--- config.mk ---
export PLATFORM = sky130hd
export DESIGN_NAME = prog_loader
export DESIGN_NICKNAME = d
export VERILOG_FILES = /design/src/rtl/prog_loader.sv
export SDC_FILE = /design/constraint.sdc
export NUM_CORES = 1
export LEC_CHECK = 0
export ABC_CLOCK_PERIOD_IN_PS = 4400
export CORE_MARGIN = 2
export CORE_UTILIZATION = 45
export DETAILED_ROUTE_END_ITERATION = 12
export HOLD_SLACK_MARGIN = 0.08
export MAX_ROUTING_LAYER = met4
export PLACE_DENSITY = 0.66
export SETUP_SLACK_MARGIN = 0.15
export SYNTH_ARGS = -nofsm -noshare
export SYNTH_HDL_FRONTEND = slang
export SYNTH_SLANG_ARGS = --single-unit
--- constraint.sdc ---
create_clock -name clk_i -period 4.4 [get_ports clk_i]
set_clock_uncertainty 0.1 [all_clocks]
set_input_delay 1.1 -clock clk_i [delete_from_list [all_inputs] [get_ports clk_i]]
set_output_delay 1.1 -clock clk_i [all_outputs]
set_load 0.05 [all_outputs]
--- src/rtl/prog_loader.sv ---
// rtl/prog_loader.sv - UART 8N1 program loader: count, little-endian word payload, 8-bit checksum
// Streams words into memory and holds the core in reset until a load completes cleanly.
module prog_loader #(
    parameter int DATA_WIDTH = 32,
    parameter int ADDR_WIDTH = 12,
    parameter int DIV_WIDTH  = 16
) (
    input  logic                  clk_i,
    input  logic                  rst_ni,
    input  logic                  prog_i,
    input  logic [DIV_WIDTH-1:0]  clks_per_bit_i,
    input  logic                  rx_i,
    output logic                  we_o,
    output logic [ADDR_WIDTH-1:0] addr_o,
    output logic [DATA_WIDTH-1:0] wdata_o,
    output logic                  prog_rst_no,
    output logic                  done_o,
    output logic                  err_o
);
    localparam int BYTES = DATA_WIDTH / 8;
    localparam int IDX_W = (BYTES > 1) ? $clog2(BYTES) : 1;
    localparam logic [IDX_W-1:0] LAST_IDX = IDX_W'(BYTES - 1);

    typedef enum logic [1:0] {RX_IDLE, RX_START, RX_BITS} rx_state_e;
    typedef enum logic [2:0] {IDLE, CNT_LO, CNT_HI, DATA, CSUM, RUN, ERROR} ld_state_e;

    logic rx_s1_q, rx_s1_d;
    logic rx_s2_q, rx_s2_d;
    logic rx_prev_q, rx_prev_d;

    rx_state_e            rx_state_q, rx_state_d;
    logic [DIV_WIDTH-1:0] rx_cnt_q, rx_cnt_d;
    logic [3:0]           rx_bit_q, rx_bit_d;
    logic [7:0]           rx_shift_q, rx_shift_d;
    logic                 byte_vld_q, byte_vld_d;
    logic                 frame_err_q, frame_err_d;
    logic [DIV_WIDTH-1:0] div_full;
    logic [DIV_WIDTH-1:0] div_half;

    ld_state_e             state_q, state_d;
    logic [7:0]            cnt_lo_q, cnt_lo_d;
    logic [15:0]           words_q, words_d;
    logic [IDX_W-1:0]      idx_q, idx_d;
    logic [DATA_WIDTH-1:0] asm_q, asm_d;
    logic [DATA_WIDTH-1:0] wdata_q, wdata_d;
    logic [ADDR_WIDTH-1:0] addr_q, addr_d;
    logic                  we_q, we_d;
    logic [7:0]            csum_q, csum_d;
    logic                  done_q, done_d;
    logic                  prog_prev_q, prog_prev_d;
    logic                  prog_rise;
    logic                  csum_ok;
    logic                  loading;

    // Divisors below 2 would leave no room for a mid-bit re-check.
    always_comb begin
        div_full = (clks_per_bit_i < DIV_WIDTH'(2)) ? DIV_WIDTH'(2) : clks_per_bit_i;
        div_half = div_full >> 1;
    end

    always_comb begin
        rx_s1_d     = rx_i;
        rx_s2_d     = rx_s1_q;
        rx_prev_d   = rx_s2_q;
        rx_state_d  = rx_state_q;
        rx_cnt_d    = rx_cnt_q;
        rx_bit_d    = rx_bit_q;
        rx_shift_d  = rx_shift_q;
        byte_vld_d  = 1'b0;
        frame_err_d = 1'b0;
        case (rx_state_q)
            RX_IDLE: begin
                if (rx_prev_q && !rx_s2_q) begin
                    rx_state_d = RX_START;
                    rx_cnt_d   = div_half - DIV_WIDTH'(1);
                end
            end
            RX_START: begin
                if (rx_cnt_q != '0) begin
                    rx_cnt_d = rx_cnt_q - DIV_WIDTH'(1);
                end else if (rx_s2_q) begin
                    rx_state_d = RX_IDLE;
                end else begin
                    rx_state_d = RX_BITS;
                    rx_cnt_d   = div_full - DIV_WIDTH'(1);
                    rx_bit_d   = 4'd0;
                end
            end
            RX_BITS: begin
                if (rx_cnt_q != '0) begin
                    rx_cnt_d = rx_cnt_q - DIV_WIDTH'(1);
                end else begin
                    rx_cnt_d = div_full - DIV_WIDTH'(1);
                    if (rx_bit_q == 4'd8) begin
                        rx_state_d  = RX_IDLE;
                        byte_vld_d  = rx_s2_q;
                        frame_err_d = !rx_s2_q;
                    end else begin
                        rx_shift_d = {rx_s2_q, rx_shift_q[7:1]};
                        rx_bit_d   = rx_bit_q + 4'd1;
                    end
                end
            end
            default: rx_state_d = RX_IDLE;
        endcase
    end

    always_comb begin
        state_d     = state_q;
        cnt_lo_d    = cnt_lo_q;
        words_d     = words_q;
        idx_d       = idx_q;
        asm_d       = asm_q;
        wdata_d     = wdata_q;
        addr_d      = addr_q;
        we_d        = 1'b0;
        csum_d      = csum_q;
        prog_prev_d = prog_i;
        prog_rise   = prog_i && !prog_prev_q;
        csum_ok     = 1'b0;
        loading     = (state_q == CNT_LO) || (state_q == CNT_HI) ||
                      (state_q == DATA) || (state_q == CSUM);

        // Address advances the cycle after the strobe so it is stable while we_o is high.
        if (we_q) begin
            addr_d = addr_q + ADDR_WIDTH'(1);
        end

        case (state_q)
            IDLE: state_d = prog_i ? CNT_LO : RUN;
            CNT_LO: begin
                if (byte_vld_q) begin
                    cnt_lo_d = rx_shift_q;
                    state_d  = CNT_HI;
                end
            end
            CNT_HI: begin
                if (byte_vld_q) begin
                    words_d = {rx_shift_q, cnt_lo_q};
                    idx_d   = '0;
                    state_d = ({rx_shift_q, cnt_lo_q} == 16'd0) ? CSUM : DATA;
                end
            end
            DATA: begin
                if (byte_vld_q) begin
                    asm_d[{idx_q, 3'b000} +: 8] = rx_shift_q;
                    csum_d = csum_q + rx_shift_q;
                    if (idx_q == LAST_IDX) begin
                        we_d    = 1'b1;
                        wdata_d = asm_d;
                        idx_d   = '0;
                        words_d = words_q - 16'd1;
                        if (words_q == 16'd1) begin
                            state_d = CSUM;
                        end
                    end else begin
                        idx_d = idx_q + IDX_W'(1);
                    end
                end
            end
            CSUM: begin
                if (byte_vld_q) begin
                    csum_ok = (rx_shift_q == csum_q);
                    state_d = csum_ok ? RUN : ERROR;
                end
            end
            RUN:     if (prog_rise) state_d = CNT_LO;
            ERROR:   if (prog_rise) state_d = CNT_LO;
            default: state_d = IDLE;
        endcase

        if (frame_err_q && loading) begin
            state_d = ERROR;
        end

        // Every fresh load starts from address 0 with an empty checksum.
        if (state_d == CNT_LO && state_q != CNT_LO) begin
            csum_d = 8'd0;
            addr_d = '0;
            idx_d  = '0;
        end

        done_d = (state_d == RUN) && (done_q || csum_ok);
    end

    always_ff @(posedge clk_i or negedge rst_ni) begin
        if (!rst_ni) begin
            rx_s1_q     <= 1'b1;
            rx_s2_q     <= 1'b1;
            rx_prev_q   <= 1'b1;
            rx_state_q  <= RX_IDLE;
            rx_cnt_q    <= '0;
            rx_bit_q    <= 4'd0;
            rx_shift_q  <= 8'd0;
            byte_vld_q  <= 1'b0;
            frame_err_q <= 1'b0;
        end else begin
            rx_s1_q     <= rx_s1_d;
            rx_s2_q     <= rx_s2_d;
            rx_prev_q   <= rx_prev_d;
            rx_state_q  <= rx_state_d;
            rx_cnt_q    <= rx_cnt_d;
            rx_bit_q    <= rx_bit_d;
            rx_shift_q  <= rx_shift_d;
            byte_vld_q  <= byte_vld_d;
            frame_err_q <= frame_err_d;
        end
    end

    always_ff @(posedge clk_i or negedge rst_ni) begin
        if (!rst_ni) begin
            state_q     <= IDLE;
            cnt_lo_q    <= 8'd0;
            words_q     <= 16'd0;
            idx_q       <= '0;
            asm_q       <= '0;
            wdata_q     <= '0;
            addr_q      <= '0;
            we_q        <= 1'b0;
            csum_q      <= 8'd0;
            done_q      <= 1'b0;
            prog_prev_q <= 1'b0;
        end else begin
            state_q     <= state_d;
            cnt_lo_q    <= cnt_lo_d;
            words_q     <= words_d;
            idx_q       <= idx_d;
            asm_q       <= asm_d;
            wdata_q     <= wdata_d;
            addr_q      <= addr_d;
            we_q        <= we_d;
            csum_q      <= csum_d;
            done_q      <= done_d;
            prog_prev_q <= prog_prev_d;
        end
    end

    assign we_o        = we_q;
    assign addr_o      = addr_q;
    assign wdata_o     = wdata_q;
    assign prog_rst_no = (state_q == RUN);
    assign done_o      = done_q;
    assign err_o       = (state_q == ERROR);

endmodule

==> results.toml, run 1 <==
[status]
status = "completed"

[synth]
synth_area_leaders = "dfrtp_1 (45%), a21oi_1 (4.6%), o21ai_0 (4.5%)"
synth_commonest_cells = "dfrtp_1 (140), nand2_1 (81), a21oi_1 (71)"
yosysWarnings = 0
synth.yosys.seq_area_share_pct = 46.4
yosysUniqueCellTypes = 76
syn_nets = 850
async_flop_share_pct = 100
synth_edf_count = 0
post_synth.cell_area_avg_um2 = 9.57
synth_top_area_cell = "dfrtp_1"
synth_flop_cell = "dfrtp_1"
synth-seq-cells = 143
synth_area_mm2 = 0.00772
netlist.area_leader.share_pct = 45.4
synth_cells = 807
synth.most_common_cell = "dfrtp_1"

[worst_setup_path]
critPathMaxStageDelay_ns = 0.45
path_buf_inv = 2
crit_path_top_delay_cell = "clkdlybuf4s50_1"
cp-end-kind = "flop"
reg2reg_depth = 13
cp_top_family = "simple AND/OR/NAND/NOR gates"
crit_arrival_ns = 4.13
worstSetupPathType = "input port to flop"
r2r_setup_slack_ns = 0.87
cp.required_ns = 4.57
r2r-start = "rx_state_q[0]"
crit_chain = "clkdlybuf4s50_1 > nor4_1 > nand4_1 > o211ai_1 > a2bb2oi_4 > inv_1 > ha_1 > nor4bb_1 > a21oi_1 > o31ai_2 > nand4bb_1 > nor3_1 > xnor2_1 > o21ai_1"
cp-start-kind = "input port"
r2r-end = "rx_cnt_q[10]"
path_max_fanout = 5

[final_layout]
syn_to_final_growth_pct = 19.5
n_fill_cell = 1511
antenna_cells = 0
drive_above_1_share_pct = 13.1
utilization_pct = 55.3
nNetsFinal = 900

[detailed_routing]
drt_iter0_markers = 439
routedWlPerCell_um = 16.7
vias = 6191
vias_per_cell = 5.68
wl_mm = 18.2
antenna_left = 0
drt-pass1-iter-count = 5
drc = 0

[clock_network]
clock_latency_ns = 0.43
cts.repair.resized = 0
htreeDepth = 4
cts_setup_buffers = 0
cts_hold_buf = 0
cts_root_buf = "clkbuf_16"
cts.sinks = 143
clkTransAtPathRegs_ns = 0.06
cts_buffers = 17
clockBufferDepth = 2
cts_tree = "done"

[floorplan]
die_x_um = 135
fp.dieH_um = 135
io_pins = 68
die_area_mm2 = 0.0182
core_area_mm2 = 0.0167
start_util_pct = 46.3
rows = 47

[sta]
maxSlewViolCount = 0
finalHoldViolCount = 0
finalSetupViolCount = 0
min_period_ns = 3.96
fmax_mhz = 252
maxSlewHeadroom_pct = 21.3
rsz0062_at_grt = "no"
whs_ns = 0.256
finalCritPeriodShare_pct = 90.1
worst_slew_pin_slew_ns = 1.18
finalSetupTns_ns = 0

[pwr]
p_per_area_mw_per_mm2 = 458
p_leak_nw = 3.98
vdd_ir_drop_max_mv = 0.309

[placed_design]
place_congestion = 0.929
post-dp-hpwl_mm = 12.3
io_buffers = 67

[worst_hold_path]
worstHoldPathCells = 0
hold_path.class = "flop to flop"
hold_path.startpoint = "rx_s1_q"
hold_end = "rx_prev_d"

[grt]
antenna_found_initial = 0
grt-ovfl-total = 0
grt_pass1_wl_mm = 30.9
grt_max_degree = 89
first_global_vias = 6172
track_usage_pct = 21.9

[job]
drv_cap = 0
[metal layers]
| layer | vias up | wire [um] | GRT usage (%) |
|---|---|---|---|
| li1 | 2984 | - | - |
| met1 | 3051 | 8240 | 28.0 |
| met2 | 138 | 9020 | 35.7 |
| met3 | 18 | 732 | 4.17 |
| met4 | 0 | 195 | 6.71 |
| met5 | - | 0 | - |
[cells in the final DEF (no fill, tap or decap), drive strengths merged, types with 10 or more instances in the layout]
cell type        n
nor2            84
and3            10
xnor2           17
inv             21
ha              22
o21ai           78
nor2b           26
a22o            33
buf             13
dfrtp          140
nand2           81
xor2            12
nor3            18
mux2            17
a21oi           76
nand3           11
nor4            17
clkdlybuf4s50   66
clkbuf          19
[sequential cells by signal, summed over array words and instances (netlist names), 2 cells and up]
name	cells
addr_o	12
asm_q	24
cnt_lo_q	8
csum_q	8
idx_q	2
rx_bit_q	4
rx_cnt_q	16
rx_shift_q	8
rx_state_q	2
state_q	3
wdata_o	32
words_q	16
[through the flow]
stage | setup slack [ns] | power [mW] | instance area, um2 | instances
finish | 0.436 | 4.23 | 9230 | 1090
global route | 0.164 | 4.45 | 9230 | 1090
CTS | 0.476 | 4.25 | 9230 | 1090
detailed placement | 0.0208 | 2.61 | 8560 | 1058
global placement | 0.184 | 2.56 | 8560 | 1058
floorplan | 0.702 | 2.33 | 7720 | 807
[worst max-delay path by stage]
stage / cells past startpoint / endpoint / startpoint
global placement: 12 / rx_cnt_q[10] / clks_per_bit_i[10]
finish: 14 / rx_cnt_q[10] / clks_per_bit_i[14]
CTS: 14 / rx_cnt_q[12] / clks_per_bit_i[14]
global route: 14 / rx_cnt_q[12] / clks_per_bit_i[14]
detailed placement: 14 / rx_cnt_q[12] / clks_per_bit_i[14]
floorplan: 12 / rx_cnt_q[6] / clks_per_bit_i[10]
[worst register-to-register path, stage by stage, from the launching register on]
cell and delay (ns):
dfrtp_1 0.40, inv_1 0.08, ha_1 0.64, mux2_2 0.41, a31o_2 0.22, inv_1 0.05, ha_1 0.20, nor4bb_1 0.25
a21oi_1 0.08, o31ai_2 0.11, nand4bb_1 0.30, nor3_1 0.30, xnor2_1 0.16, o21ai_1 0.07
[cells by family (layout without fill, tap and decap cells)]
kind of cell / Yosys count / count (layout) / synth area share, %
DFF: 143 / 143 / 46.4
xor gates and xnor gates: 29 / 29 / 3.29
and+or+nand+nor: 287 / 287 / 20.0
adders and majority gates: 23 / 23 / 3.82
buffers and inverters: 68 / 131 / 3.85
muxes: 19 / 19 / 2.74
AOI/OAI and AO/OA: 238 / 238 / 19.9
[report_power, final]
group	internal [mW]	switching (mW)	total, mW
registers	1.42	0.116	1.54
logic	0.421	0.642	1.06
clock network	1.07	0.565	1.63
total	2.91	1.32	4.23
[final cells by class]
cell class | count | area (um2) | area share, %
Clock buffer | 19 | 433 | 4.69
Clock inverter | 13 | 236 | 2.56
Sequential cell | 143 | 3580 | 38.8
Multi-Input combinational cell | 596 | 3860 | 41.8
Tap cell | 220 | 275 | 2.98
Timing Repair Buffer | 79 | 774 | 8.39
Inverter | 20 | 75.1 | 0.813
Note: power is estimated with default switching activity, not from simulation.
==> run 2, diff against run 1 <==
MAX_ROUTING_LAYER = unset   (was met4)
REMOVE_ABC_BUFFERS = 1   (was unset)
==> results.toml, run 2 (synthesis gave the netlist of run 1 again) <==
[status]
status = "completed"

[placed_design]
place_congestion = 0.914
place_ws_ns = 0.104
placed_cells_incl_taps = 1064
post-dp-hpwl_mm = 12.2
io_buffers = 67

[grt]
grt_max_degree = 144
first_global_vias = 5953
track_usage_pct = 20.3
grt_pass1_wl_mm = 29.7
grt-ovfl-total = 0
antenna_found_initial = 0

[sta]
maxSlewHeadroom_pct = 33.0
maxSlewViolCount = 0
finalWorstSetupSlack_ns = 0.537
finalSetupTns_ns = 0
finalSetupViolCount = 0
rsz0062_at_grt = "no"
min_period_ns = 3.86
finalCritPeriodShare_pct = 87.8
finalHoldViolCount = 0
worst_slew_pin_slew_ns = 1.00
fmax_mhz = 259

[worst_setup_path]
path_max_fanout = 5
worstSetupPathType = "input port to flop"
cp.required_ns = 4.60
r2r-end = "rx_cnt_q[6]"
r2r_setup_slack_ns = 1.04
crit_arrival_ns = 4.06
cp-end-kind = "flop"
cp-start-kind = "input port"
r2r-start = "rx_cnt_q[0]"
reg2reg_depth = 13

[clock_network]
cts_setup_buffers = 0
cts_buffers = 17
cts.repair.resized = 0
clkTransAtPathRegs_ns = 0.06
cts_hold_buf = 0
clock_latency_ns = 0.42
cts_root_buf = "clkbuf_16"
clockBufferDepth = 2
cts_tree = "done"
cts.sinks = 143
htreeDepth = 4

[detailed_routing]
drt-pass1-iter-count = 5
drt_iter0_markers = 360
drc = 0
antenna_left = 0
wl_mm = 17.8
routedWlPerCell_um = 16.2
vias_per_cell = 5.68
vias = 6222

[final_layout]
final_common_cell = "dfrtp_1"
drive_above_1_share_pct = 13.6
instances_no_fill = 1096
largest_register_ff_count = 32
final_cell_mix = "dfrtp_1 (140), nand2_1 (81), a21oi_1 (71)"
syn_to_final_growth_pct = 19.1
nNetsFinal = 906
antenna_cells = 0
n_fill_cell = 1485
utilization_pct = 55.1

[pwr]
vdd_ir_drop_max_mv = 0.287
p_leak_nw = 3.98
p_per_area_mw_per_mm2 = 439
finalPower_mw = 4.04

[worst_hold_path]
hold_path.class = "flop to flop"
hold_end = "rx_prev_d"
hold_path.startpoint = "rx_s1_q"
worstHoldPathCells = 0

[floorplan]
fp.dieH_um = 135
core_area_mm2 = 0.0167
rows = 47
start_util_pct = 46.3
io_pins = 68
die_x_um = 135
die_area_mm2 = 0.0182

[job]
drv_cap = 0
## run 2: critical path: stages
cell	delay, ns
clkdlybuf4s50_1	0.47
or4_4	0.57
o211ai_1	0.29
a2bb2oi_4	0.09
inv_1	0.06
ha_1	0.20
inv_1	0.07
o31ai_2	0.35
nand4bb_1	0.33
nor3_1	0.31
xnor2_1	0.15
o21ai_1	0.08
## run 2: final cells by class
type | count | area [um2] | area share (%)
clock buffer | 19 | 433 | 4.70
multi-input combinational | 596 | 3850 | 41.9
timing repair buffer | 85 | 820 | 8.90
tap | 220 | 275 | 2.99
sequential | 143 | 3580 | 38.9
clock inverter | 13 | 164 | 1.78
inverter | 20 | 75.1 | 0.816
## run 2: routing by layer
layer / share of wire, % / vias to the layer above / track usage (%)
met4: 1.7 / 0 / 7.93
met2: 49 / 152 / 32.5
met1: 45 / 3050 / 27.5
met5: 0 / - / 0
li1: - / 2994 / -
met3: 4.1 / 26 / 3.64
## run 2: power breakdown
group	total (mW)	internal, mW	leakage [nW]	switching (mW)
combinational	1.04	0.422	1.75	0.622
sequential	1.54	1.42	1.94	0.115
clock	1.46	0.892	0.287	0.566
## run 2: metrics by stage
step	hold WS (ns)	area, um2
2_1_floorplan	0.245	7500
3_3_place_gp	0.248	8610
3_5_place_dp	0.249	8610
4_1_cts	0.258	9200
5_1_grt	0.265	9200
6_report	0.257	9200
## run 2: worst max path at each step
stage | startpoint | to | slack, ns | cells past startpoint
detailed placement | clks_per_bit_i[10] | rx_cnt_q[12] | 0.10 | 12
global placement | clks_per_bit_i[10] | rx_cnt_q[6] | 0.23 | 13
floorplan | clks_per_bit_i[10] | rx_cnt_q[6] | 0.66 | 12
finish | clks_per_bit_i[10] | rx_cnt_q[10] | 0.54 | 12
global route | clks_per_bit_i[10] | rx_cnt_q[10] | 0.30 | 12
CTS | clks_per_bit_i[10] | rx_cnt_q[10] | 0.55 | 12
==> run 3, diff against run 2 <==
CORE_UTILIZATION = 50   (was 45)
PLACE_DENSITY = 0.72   (was 0.66)
==> results.toml, run 3 (synthesis gave the netlist of run 1 again) <==
[worst_setup_path]
path_depth = 13
crit_path_top_delay_cell = "or4_4"
critPathMostFrequentCell = "a21oi_1"
path_max_fanout = 5
r2r_setup_slack_ns = 0.92
r2r-end = "rx_cnt_q[12]"
r2r-start = "rx_state_q[1]"
path_buf_inv = 2
cp-end-kind = "flop"
crit_chain = "clkdlybuf4s50_1 > or4_4 > o21bai_1 > a31o_2 > inv_1 > ha_1 > nor4bb_1 > a21oi_1 > o31ai_2 > and2_1 > a221o_1 > a21oi_1 > a21o_1"
crit_arrival_ns = 4.10
cp.required_ns = 4.67
cp_top_family = "compound AO/OA/AOI/OAI gates"
critical_path.endpoint = "rx_cnt_q[6]"
crit_start = "clks_per_bit_i[9]"
critPathMaxStageDelay_ns = 0.56
worstSetupPathType = "input port to flop"
reg2reg_depth = 13
cp-start-kind = "input port"

[clock_network]
cts.sinks = 143
cts_hold_buf = 0
clkTransAtPathRegs_ns = 0.06
htreeDepth = 4
cts.repair.resized = 0
cts_root_buf = "clkbuf_16"
cts_setup_buffers = 0
clockBufferDepth = 2
clock_latency_ns = 0.43
cts_tree = "done"
cts_buffers = 17

[detailed_routing]
drc = 0
wl_mm = 18.4
vias_per_cell = 5.87
vias = 6265
drt_iter0_markers = 426
drt-pass1-iter-count = 5
routedWlPerCell_um = 17.2
antenna_left = 0

[pwr]
p_per_area_mw_per_mm2 = 455
p_sw_mw = 1.31
sw_frac_of_total_pct = 31.0
p_int_mw = 2.90
p_leak_nw = 4.02
combPwrFrac_pct = 25.4
seq_power_share_pct = 36.7
clkPwrFrac_pct = 37.9
vdd_ir_drop_max_mv = 0.298

[status]
status = "completed"

[floorplan]
io_pins = 68
die_area_mm2 = 0.0165
start_util_pct = 51.0
fp.dieH_um = 128
rows = 45
core_area_mm2 = 0.0151
die_x_um = 128

[sta]
whs_ns = 0.264
finalHoldViolCount = 0
rsz0062_at_grt = "no"
finalSetupTns_ns = 0
maxSlewHeadroom_pct = 33.1
finalSetupViolCount = 0
finalCritPeriodShare_pct = 87.1
min_period_ns = 3.83
fmax_mhz = 261
maxSlewViolCount = 0
worst_slew_pin_slew_ns = 1.00

[grt]
grt_pass1_wl_mm = 30.7
antenna_found_initial = 0
first_global_vias = 6262
grt_max_degree = 96
grt-ovfl-total = 0
track_usage_pct = 23.5

[final_layout]
nNetsFinal = 909
utilization_pct = 61.0
final_common_cell = "dfrtp_1"
largest_register_ff_count = 32
drive_above_1_share_pct = 13.9
final_cell_mix = "dfrtp_1 (140), nand2_1 (81), a21oi_1 (71)"
syn_to_final_growth_pct = 19.6
final_cell_area_mm2 = 0.00924
antenna_cells = 0

[placed_design]
place_congestion = 0.852
post-dp-hpwl_mm = 12.9
io_buffers = 67
place_area_mm2 = 0.00859

[worst_hold_path]
hold_path.class = "flop to flop"

[job]
drv_cap = 0
==> run 3: changes by cell type in the layout (fill, tap and decap cells not counted) <==
| cell | before | now |
|---|---|---|
| bufinv_16 | 3 | 6 |
| inv_6 | 1 | 0 |
| clkinv_2 | 3 | 5 |
| buf_4 | 17 | 20 |
| clkinv_4 | 4 | 0 |
==> run 3: metal layers <==
layer / up-vias / wire length [um] / track usage, %
li1: 2982 / - / -
met2: 178 / 8760 / 38.0
met1: 3063 / 8310 / 30.9
met4: 0 / 414 / 8.66
met3: 42 / 916 / 5.63
met5: - / 0 / 0
==> run 3: power groups by stage <==
stage	registers [mW]	clock network, mW	logic [mW]
after global routing	1.56	1.68	1.19
after floorplan	1.55	0	0.753
after detailed placement	1.56	0	1.07
after CTS	1.54	1.62	1.06
final	1.55	1.59	1.07
after global placement	1.56	0	1.03
==> run 3: metrics by stage <==
stage / std cells / total power, mW / worst slack (ns)
floorplan: 759 / 2.30 / 0.664
global placement: 1035 / 2.60 / 0.231
detailed placement: 1035 / 2.63 / 0.133
CTS: 1067 / 4.23 / 0.587
global route: 1067 / 4.43 / 0.360
finish: 1067 / 4.21 / 0.566
==> run 3: worst min-delay path by stage <==
| stage | start | end | slack (ns) | depth (start not counted) |
|---|---|---|---|---|
| after floorplan | rx_s1_q | rx_prev_d | 0.25 | 0 |
| after global placement | rx_s1_q | rx_prev_d | 0.26 | 0 |
| after detailed placement | rx_s1_q | rx_prev_d | 0.26 | 0 |
| after CTS | rx_s1_q | rx_prev_d | 0.27 | 0 |
| after global routing | rx_s1_q | rx_prev_d | 0.27 | 0 |
| final | rx_s1_q | rx_prev_d | 0.26 | 0 |
==> run 3: area by class of cell <==
| class | instances | area [um2] |
|---|---|---|
| fill | 1238 | 5900 |
| multi-input combinational | 596 | 3850 |
| sequential | 143 | 3580 |
| timing repair buffer | 88 | 842 |
| clock buffer | 19 | 433 |
| tap | 188 | 235 |
| clock inverter | 13 | 220 |
| inverter | 20 | 75.1 |
